==> src/rtl/change_dispenser.sv <==
// Change dispenser: pays a refund amount as coins, largest first, one per valid/ack handshake.
// Optional coin inventory (stock counters and refill port) is enabled by CHANGE_DISPENSER_INVENTORY_EN.
module change_dispenser #(
  parameter int TOTAL_BITS = 31,
  parameter int COIN0_VAL  = 100,
  parameter int COIN1_VAL  = 500,
  parameter int COIN2_VAL  = 1000
`ifdef CHANGE_DISPENSER_INVENTORY_EN
  ,
  parameter int STOCK_BITS = 8,
  parameter int STOCK_INIT = 16
`endif
) (
  input  logic                  clk,
  input  logic                  reset_n,
  input  logic                  i_start,
  input  logic [TOTAL_BITS-1:0] i_amount,
  input  logic                  i_coin_ack,
`ifdef CHANGE_DISPENSER_INVENTORY_EN
  input  logic                  i_refill,
  input  logic [1:0]            i_refill_kind,
  input  logic [STOCK_BITS-1:0] i_refill_num,
`endif
  output logic                  o_ready,
  output logic [2:0]            o_return_coin,
  output logic                  o_busy,
  output logic                  o_done,
  output logic                  o_error,
  output logic [TOTAL_BITS-1:0] o_remaining
);

  localparam logic [1:0] ST_IDLE     = 2'd0;
  localparam logic [1:0] ST_DISPENSE = 2'd1;
  localparam logic [1:0] ST_DONE     = 2'd2;

  localparam logic [TOTAL_BITS-1:0] C0 = TOTAL_BITS'(COIN0_VAL);
  localparam logic [TOTAL_BITS-1:0] C1 = TOTAL_BITS'(COIN1_VAL);
  localparam logic [TOTAL_BITS-1:0] C2 = TOTAL_BITS'(COIN2_VAL);

  logic [1:0]            state_r;
  logic [TOTAL_BITS-1:0] remaining_r;
  logic                  error_r;
  logic [2:0]            coin_s;
  logic [TOTAL_BITS-1:0] coin_val_s;
  logic [TOTAL_BITS-1:0] rem_next_s;
  logic [2:0]            has_stock_s;

`ifdef CHANGE_DISPENSER_INVENTORY_EN
  logic [STOCK_BITS-1:0] stock_r [3];

  assign has_stock_s = {stock_r[2] != '0, stock_r[1] != '0, stock_r[0] != '0};

  // Stock counters: an acked coin is consumed; a refill (IDLE only) loads the count,
  // so the counter can never pass its maximum.
  always_ff @(posedge clk or negedge reset_n) begin
    if (!reset_n) begin
      stock_r[0] <= STOCK_BITS'(STOCK_INIT);
      stock_r[1] <= STOCK_BITS'(STOCK_INIT);
      stock_r[2] <= STOCK_BITS'(STOCK_INIT);
    end else if (state_r == ST_DISPENSE && i_coin_ack) begin
      case (coin_s)
        3'b001:  stock_r[0] <= stock_r[0] - STOCK_BITS'(1);
        3'b010:  stock_r[1] <= stock_r[1] - STOCK_BITS'(1);
        3'b100:  stock_r[2] <= stock_r[2] - STOCK_BITS'(1);
        default: stock_r[0] <= stock_r[0];
      endcase
    end else if (state_r == ST_IDLE && i_refill) begin
      case (i_refill_kind)
        2'd0:    stock_r[0] <= i_refill_num;
        2'd1:    stock_r[1] <= i_refill_num;
        2'd2:    stock_r[2] <= i_refill_num;
        default: stock_r[0] <= stock_r[0];
      endcase
    end else begin
      stock_r[0] <= stock_r[0];
    end
  end
`else
  assign has_stock_s = 3'b111;
`endif

  // Largest affordable (and stocked) coin, presented only while dispensing.
  always_comb begin
    coin_s = 3'b000;
    if (state_r == ST_DISPENSE) begin
      if (remaining_r >= C2 && has_stock_s[2])      coin_s = 3'b100;
      else if (remaining_r >= C1 && has_stock_s[1]) coin_s = 3'b010;
      else if (remaining_r >= C0 && has_stock_s[0]) coin_s = 3'b001;
      else                                          coin_s = 3'b000;
    end else begin
      coin_s = 3'b000;
    end
  end

  // Value of the presented coin; never exceeds remaining, so the subtraction cannot wrap.
  always_comb begin
    coin_val_s = '0;
    case (coin_s)
      3'b100:  coin_val_s = C2;
      3'b010:  coin_val_s = C1;
      3'b001:  coin_val_s = C0;
      default: coin_val_s = '0;
    endcase
  end

  assign rem_next_s = remaining_r - coin_val_s;

  // Refund FSM with balance and error tracking.
  always_ff @(posedge clk or negedge reset_n) begin
    if (!reset_n) begin
      state_r     <= ST_IDLE;
      remaining_r <= '0;
      error_r     <= 1'b0;
    end else begin
      case (state_r)
        ST_IDLE: begin
          if (i_start) begin
            remaining_r <= i_amount;
            if (i_amount >= C0) begin
              state_r <= ST_DISPENSE;
              error_r <= 1'b0;
            end else begin
              state_r <= ST_DONE;
              error_r <= (i_amount != '0);
            end
          end else begin
            state_r <= ST_IDLE;
          end
        end
        ST_DISPENSE: begin
          if (coin_s == 3'b000) begin
            // Nothing stocked fits the balance: give up with the balance unpaid.
            state_r <= ST_DONE;
            error_r <= (remaining_r != '0);
          end else if (i_coin_ack) begin
            remaining_r <= rem_next_s;
            if (rem_next_s < C0) begin
              state_r <= ST_DONE;
              error_r <= (rem_next_s != '0);
            end else begin
              state_r <= ST_DISPENSE;
            end
          end else begin
            state_r <= ST_DISPENSE;
          end
        end
        ST_DONE: begin
          state_r <= ST_IDLE;
        end
        default: begin
          state_r <= ST_IDLE;
        end
      endcase
    end
  end

  assign o_ready       = (state_r == ST_IDLE);
  assign o_busy        = (state_r == ST_DISPENSE) || (state_r == ST_DONE);
  assign o_done        = (state_r == ST_DONE);
  assign o_return_coin = coin_s;
  assign o_error       = error_r;
  assign o_remaining   = remaining_r;

endmodule

==> config.mk <==
export PLATFORM = sky130hd
export DESIGN_NAME = change_dispenser
export DESIGN_NICKNAME = d
export VERILOG_FILES = /design/src/rtl/change_dispenser.sv
export SDC_FILE = /design/constraint.sdc
export NUM_CORES = 1
export LEC_CHECK = 0
export ABC_AREA = 1
export BUFFER_PORTS_ARGS = -buffer_cell sky130_fd_sc_hd__buf_2
export CAP_MARGIN = 20
export CORE_ASPECT_RATIO = 1.5
export CORE_UTILIZATION = 40
export DETAILED_ROUTE_END_ITERATION = 10
export PLACE_DENSITY = 0.66
export SYNTH_ARGS = -nofsm -noshare
export SYNTH_HDL_FRONTEND = slang
export SYNTH_SLANG_ARGS = --single-unit
==> constraint.sdc <==
create_clock -name clk -period 4.3 [get_ports clk]
set_clock_uncertainty 0.1 [all_clocks]
set_input_delay 0.43 -clock clk [delete_from_list [all_inputs] [get_ports clk]]
set_output_delay 0.43 -clock clk [all_outputs]
set_load 0.05 [all_outputs]
==> impl_metrics.sql <==
INSERT INTO impl_metrics (metric_group, metric, value, unit) VALUES
('worst_hold_path', 'min_path_type', 'primary input to async pin', ''),
('floorplan', 'die_width', '78.3', 'µm'),
('worst_setup_path', 'delay_heaviest_family_cp', 'simple AND/OR/NAND/NOR gates', ''),
('sta', 'max_clock_freq', '256', 'MHz'),
('worst_setup_path', 'worst_path_most_repeated_cell', 'sky130_fd_sc_hd__nand2_1', ''),
('clock_tree', 'worst_setup_hold_path_clk_slew', '60', 'ps'),
('routing', 'm1WireLength', '4.87', 'mm'),
('yosys', 'synth.most_common_cell', 'sky130_fd_sc_hd__nand2_1', ''),
('routing', 'route.vias.total', '4086', ''),
('flow_run', 'maxCapViolations', '0', ''),
('worst_setup_path', 'regToRegSetupSlack', '400', 'ps'),
('placement', 'port_buffers', '72', ''),
('sta', 'relSlewSlack', '39.9', '%'),
('yosys', 'yosysTopAreaCell', 'sky130_fd_sc_hd__dfrtp_1', ''),
('cells_and_area', 'stdcell_area', '0.00411', 'mm²'),
('clock_tree', 'clock_insertion_delay_at_the_later_pin_of_the_skew_report', '290', 'ps'),
('routing', 'route.antenna.remaining_nets', '0', ''),
('sta', 'post-route-period-util', '90.7', '%'),
('placement', 'detailed_place.area', '0.00392', 'mm²'),
('global_routing', 'grt_first_pass_wirelength', '20.0', 'mm'),
('cells_and_area', 'finalCoreUtilization', '48.5', '%'),
('cells_and_area', 'count_of_antenna_diodes_in_the_layout', '0', ''),
('clock_tree', 'cts_htree_levels', '2', ''),
('yosys', 'syn_avg_cell_area', '5.95', 'µm²'),
('worst_setup_path', 'critical_r2r_capture', 'o_error$_DFFE_PN0P_', ''),
('sta', 'tightestPinTransition', '901', 'ps'),
('worst_setup_path', 'timing.reg2reg.worst_path_depth', '26', ''),
('floorplan', 'floorplan.initialDensity', '41.3', '%'),
('yosys', 'sequential_share_of_the_synthesized_area', '24.4', '%'),
('yosys', 'synth_cell_types', '35', ''),
('outcome', 'outcome', 'finished clean', ''),
('floorplan', 'die_height', '116', 'µm'),
('worst_setup_path', 'startpoint_types', 'register', ''),
('global_routing', 'number_of_antenna_violations_at_the_first_check_in_global_routing', '0', ''),
('clock_tree', 'cts.repair_timing.setup_buffer_count', '0', ''),
('clock_tree', 'clock_buffers_created_by_tritoncts', '5', ''),
('global_routing', 'grtUsageTotal', '29.1', '%'),
('clock_tree', 'clock-sinks', '34', ''),
('sta', 'setup_repair_after_global_routing_missed_its_margin', 'no', ''),
('yosys', 'synth-edff-count', '0', ''),
('worst_setup_path', 'critical_path_arrival', '3990', 'ps'),
('sta', 'slew_viol_final', '0', ''),
('floorplan', 'design.die.area', '0.00912', 'mm²'),
('routing', 'wl_met3', '581', 'µm'),
('global_routing', 'first_global_vias', '3936', ''),
('routing', 'viasPerCell', '5.35', ''),
('yosys', 'synth.area.top_cells', 'sky130_fd_sc_hd__dfrtp_1 (24%), sky130_fd_sc_hd__nand2_1 (19%), sky130_fd_sc_hd__inv_1 (9.1%), sky130_fd_sc_hd__nor2_1 (8.3%), sky130_fd_sc_hd__nand3_1 (7.2%)', ''),
('sta', 'finalCriticalPeriod', '3900', 'ps'),
('worst_setup_path', 'worstPathRequired', '4390', 'ps'),
('worst_setup_path', 'cp_slowest_stage_delay', '420', 'ps'),
('placement', 'worst_setup_slack_before_clock_tree_synthesis', '426', 'ps'),
('worst_setup_path', 'critPathSlowestCell', 'sky130_fd_sc_hd__dfrtp_1', ''),
('floorplan', 'pin_count', '73', ''),
('global_routing', 'grt_remaining_overflow', '0', ''),
('cells_and_area', 'design.final.nets', '703', ''),
('sta', 'final_critical_path_setup_slack', '400', 'ps'),
('global_routing', 'maximum_number_of_pins_on_one_net_before_global_route_repair', '50', ''),
('yosys', 'syn-instance-count', '587', ''),
('worst_setup_path', 'critical_path.reg2reg.startpoint', 'o_remaining[12]$_DFFE_PN0P_', ''),
('clock_tree', 'clock_tree.root_cell', 'sky130_fd_sc_hd__clkbuf_16', ''),
('floorplan', 'placeableCoreArea', '0.00846', 'mm²'),
('yosys', 'mapped_area', '0.00349', 'mm²'),
('floorplan', 'placement_rows', '41', ''),
('routing', 'remaining_drc_errors', '0', ''),
('worst_setup_path', 'worst-setup-path-type', 'register to register', ''),
('clock_tree', 'cts_resized', '0', ''),
('clock_tree', 'ctsLongestPathBuffers', '2', ''),
('worst_setup_path', 'bufs_and_invs_on_worst_path', '2', ''),
('routing', 'drt_first_pass_iters', '6', ''),
('clock_tree', 'cts_tree', 'yes', ''),
('placement', 'detailed_place_hpwl', '10.1', 'mm');
cells in the final DEF (no fill, tap or decap), types with 2 or more instances in the layout:
master / n
sky130_fd_sc_hd__a21oi_1: 5
sky130_fd_sc_hd__a31oi_1: 7
sky130_fd_sc_hd__and2_1: 4
sky130_fd_sc_hd__buf_2: 72
sky130_fd_sc_hd__buf_4: 4
sky130_fd_sc_hd__clkbuf_16: 5
sky130_fd_sc_hd__clkinvlp_4: 2
sky130_fd_sc_hd__dfrtp_1: 34
sky130_fd_sc_hd__ha_1: 11
sky130_fd_sc_hd__inv_1: 85
sky130_fd_sc_hd__inv_2: 7
sky130_fd_sc_hd__nand2_1: 175
sky130_fd_sc_hd__nand2_2: 18
sky130_fd_sc_hd__nand3_1: 50
sky130_fd_sc_hd__nand3b_1: 5
sky130_fd_sc_hd__nand4_1: 15
sky130_fd_sc_hd__nor2_1: 73
sky130_fd_sc_hd__nor2_2: 7
sky130_fd_sc_hd__nor2_4: 2
sky130_fd_sc_hd__nor3_1: 6
sky130_fd_sc_hd__nor4_1: 4
sky130_fd_sc_hd__o211ai_1: 9
sky130_fd_sc_hd__o21ai_0: 31
sky130_fd_sc_hd__o21ai_1: 2
sky130_fd_sc_hd__o21ai_2: 12
sky130_fd_sc_hd__or2_2: 3
sky130_fd_sc_hd__xnor2_1: 3
cell type report:
class / count / area [µm²]
fillers: 930 / 4360
multi-input cells: 447 / 2220
flip-flops and latches: 34 / 851
repair buffers: 76 / 390
inverters: 92 / 345
well taps: 107 / 134
clock buffers: 5 / 125
clock inverters: 3 / 45.0
routing by layer:
| layer | track usage, % | vias up |
|---|---|---|
| met4 | 19.8 | 0 |
| met2 | 52.2 | 146 |
| met5 | 0 | - |
| li1 | - | 2013 |
| met3 | 3.83 | 45 |
| met1 | 31.7 | 1882 |
metrics by stage:
step	hold slack (ps)	instances
floorplan	34.4	587
global placement	392	756
detailed placement	374	756
CTS	191	764
global route	225	764
finish	154	764
sequential cells by signal, summed over array words and instances (netlist names):
| signal | cells |
|---|---|
| state_r | 2 |
| o_error | 1 |
| o_remaining | 31 |
how the worst max path moves through the flow:
stage | depth (start not counted) | end | startpoint | slack, ps
after floorplan | 26 | o_error$_DFFE_PN0P_ | o_remaining[3]$_DFFE_PN0P_ | 190
after global placement | 27 | o_error$_DFFE_PN0P_ | o_remaining[11]$_DFFE_PN0P_ | 470
after detailed placement | 28 | o_error$_DFFE_PN0P_ | o_remaining[11]$_DFFE_PN0P_ | 430
after CTS | 28 | o_error$_DFFE_PN0P_ | o_remaining[11]$_DFFE_PN0P_ | 410
after global routing | 27 | o_error$_DFFE_PN0P_ | o_remaining[12]$_DFFE_PN0P_ | 20
final | 26 | o_error$_DFFE_PN0P_ | o_remaining[12]$_DFFE_PN0P_ | 400
worst register-to-register path, cell delays in order, from the launching register on:
cell and delay (ps):
sky130_fd_sc_hd__dfrtp_1 420, sky130_fd_sc_hd__inv_1 130, sky130_fd_sc_hd__nand2_2 110, sky130_fd_sc_hd__nor2_2 150
sky130_fd_sc_hd__nand2_1 80, sky130_fd_sc_hd__nor2_2 190, sky130_fd_sc_hd__nand2_1 80, sky130_fd_sc_hd__nor2_1 110
sky130_fd_sc_hd__nand2_2 100, sky130_fd_sc_hd__nand2_2 120, sky130_fd_sc_hd__inv_2 70, sky130_fd_sc_hd__ha_1 380
sky130_fd_sc_hd__nand2_1 130, sky130_fd_sc_hd__nor2_1 100, sky130_fd_sc_hd__nand2_1 100, sky130_fd_sc_hd__nand3_1 110
sky130_fd_sc_hd__nand2_1 280, sky130_fd_sc_hd__nand3_1 160, sky130_fd_sc_hd__nand2_1 130, sky130_fd_sc_hd__nor2_1 170
sky130_fd_sc_hd__nand3_1 120, sky130_fd_sc_hd__nor2_1 120, sky130_fd_sc_hd__nand2_1 70, sky130_fd_sc_hd__nand2_1 90
sky130_fd_sc_hd__nand2_1 60, sky130_fd_sc_hd__nand2_1 50, sky130_fd_sc_hd__nand2_1 40
cell families after synthesis:
group | count (synthesis) | share of synthesized area [%]
simple gates | 362 | 45.1
buf+inv | 106 | 12.6
compound gates | 70 | 12.7
flops | 34 | 24.4
fa+ha+maj | 12 | 4.51
xor+xnor | 3 | 0.752
Power is left out: the tool's default activity adds up to more than one toggle a clock period on the data nets, which glitch-free logic cannot reach.
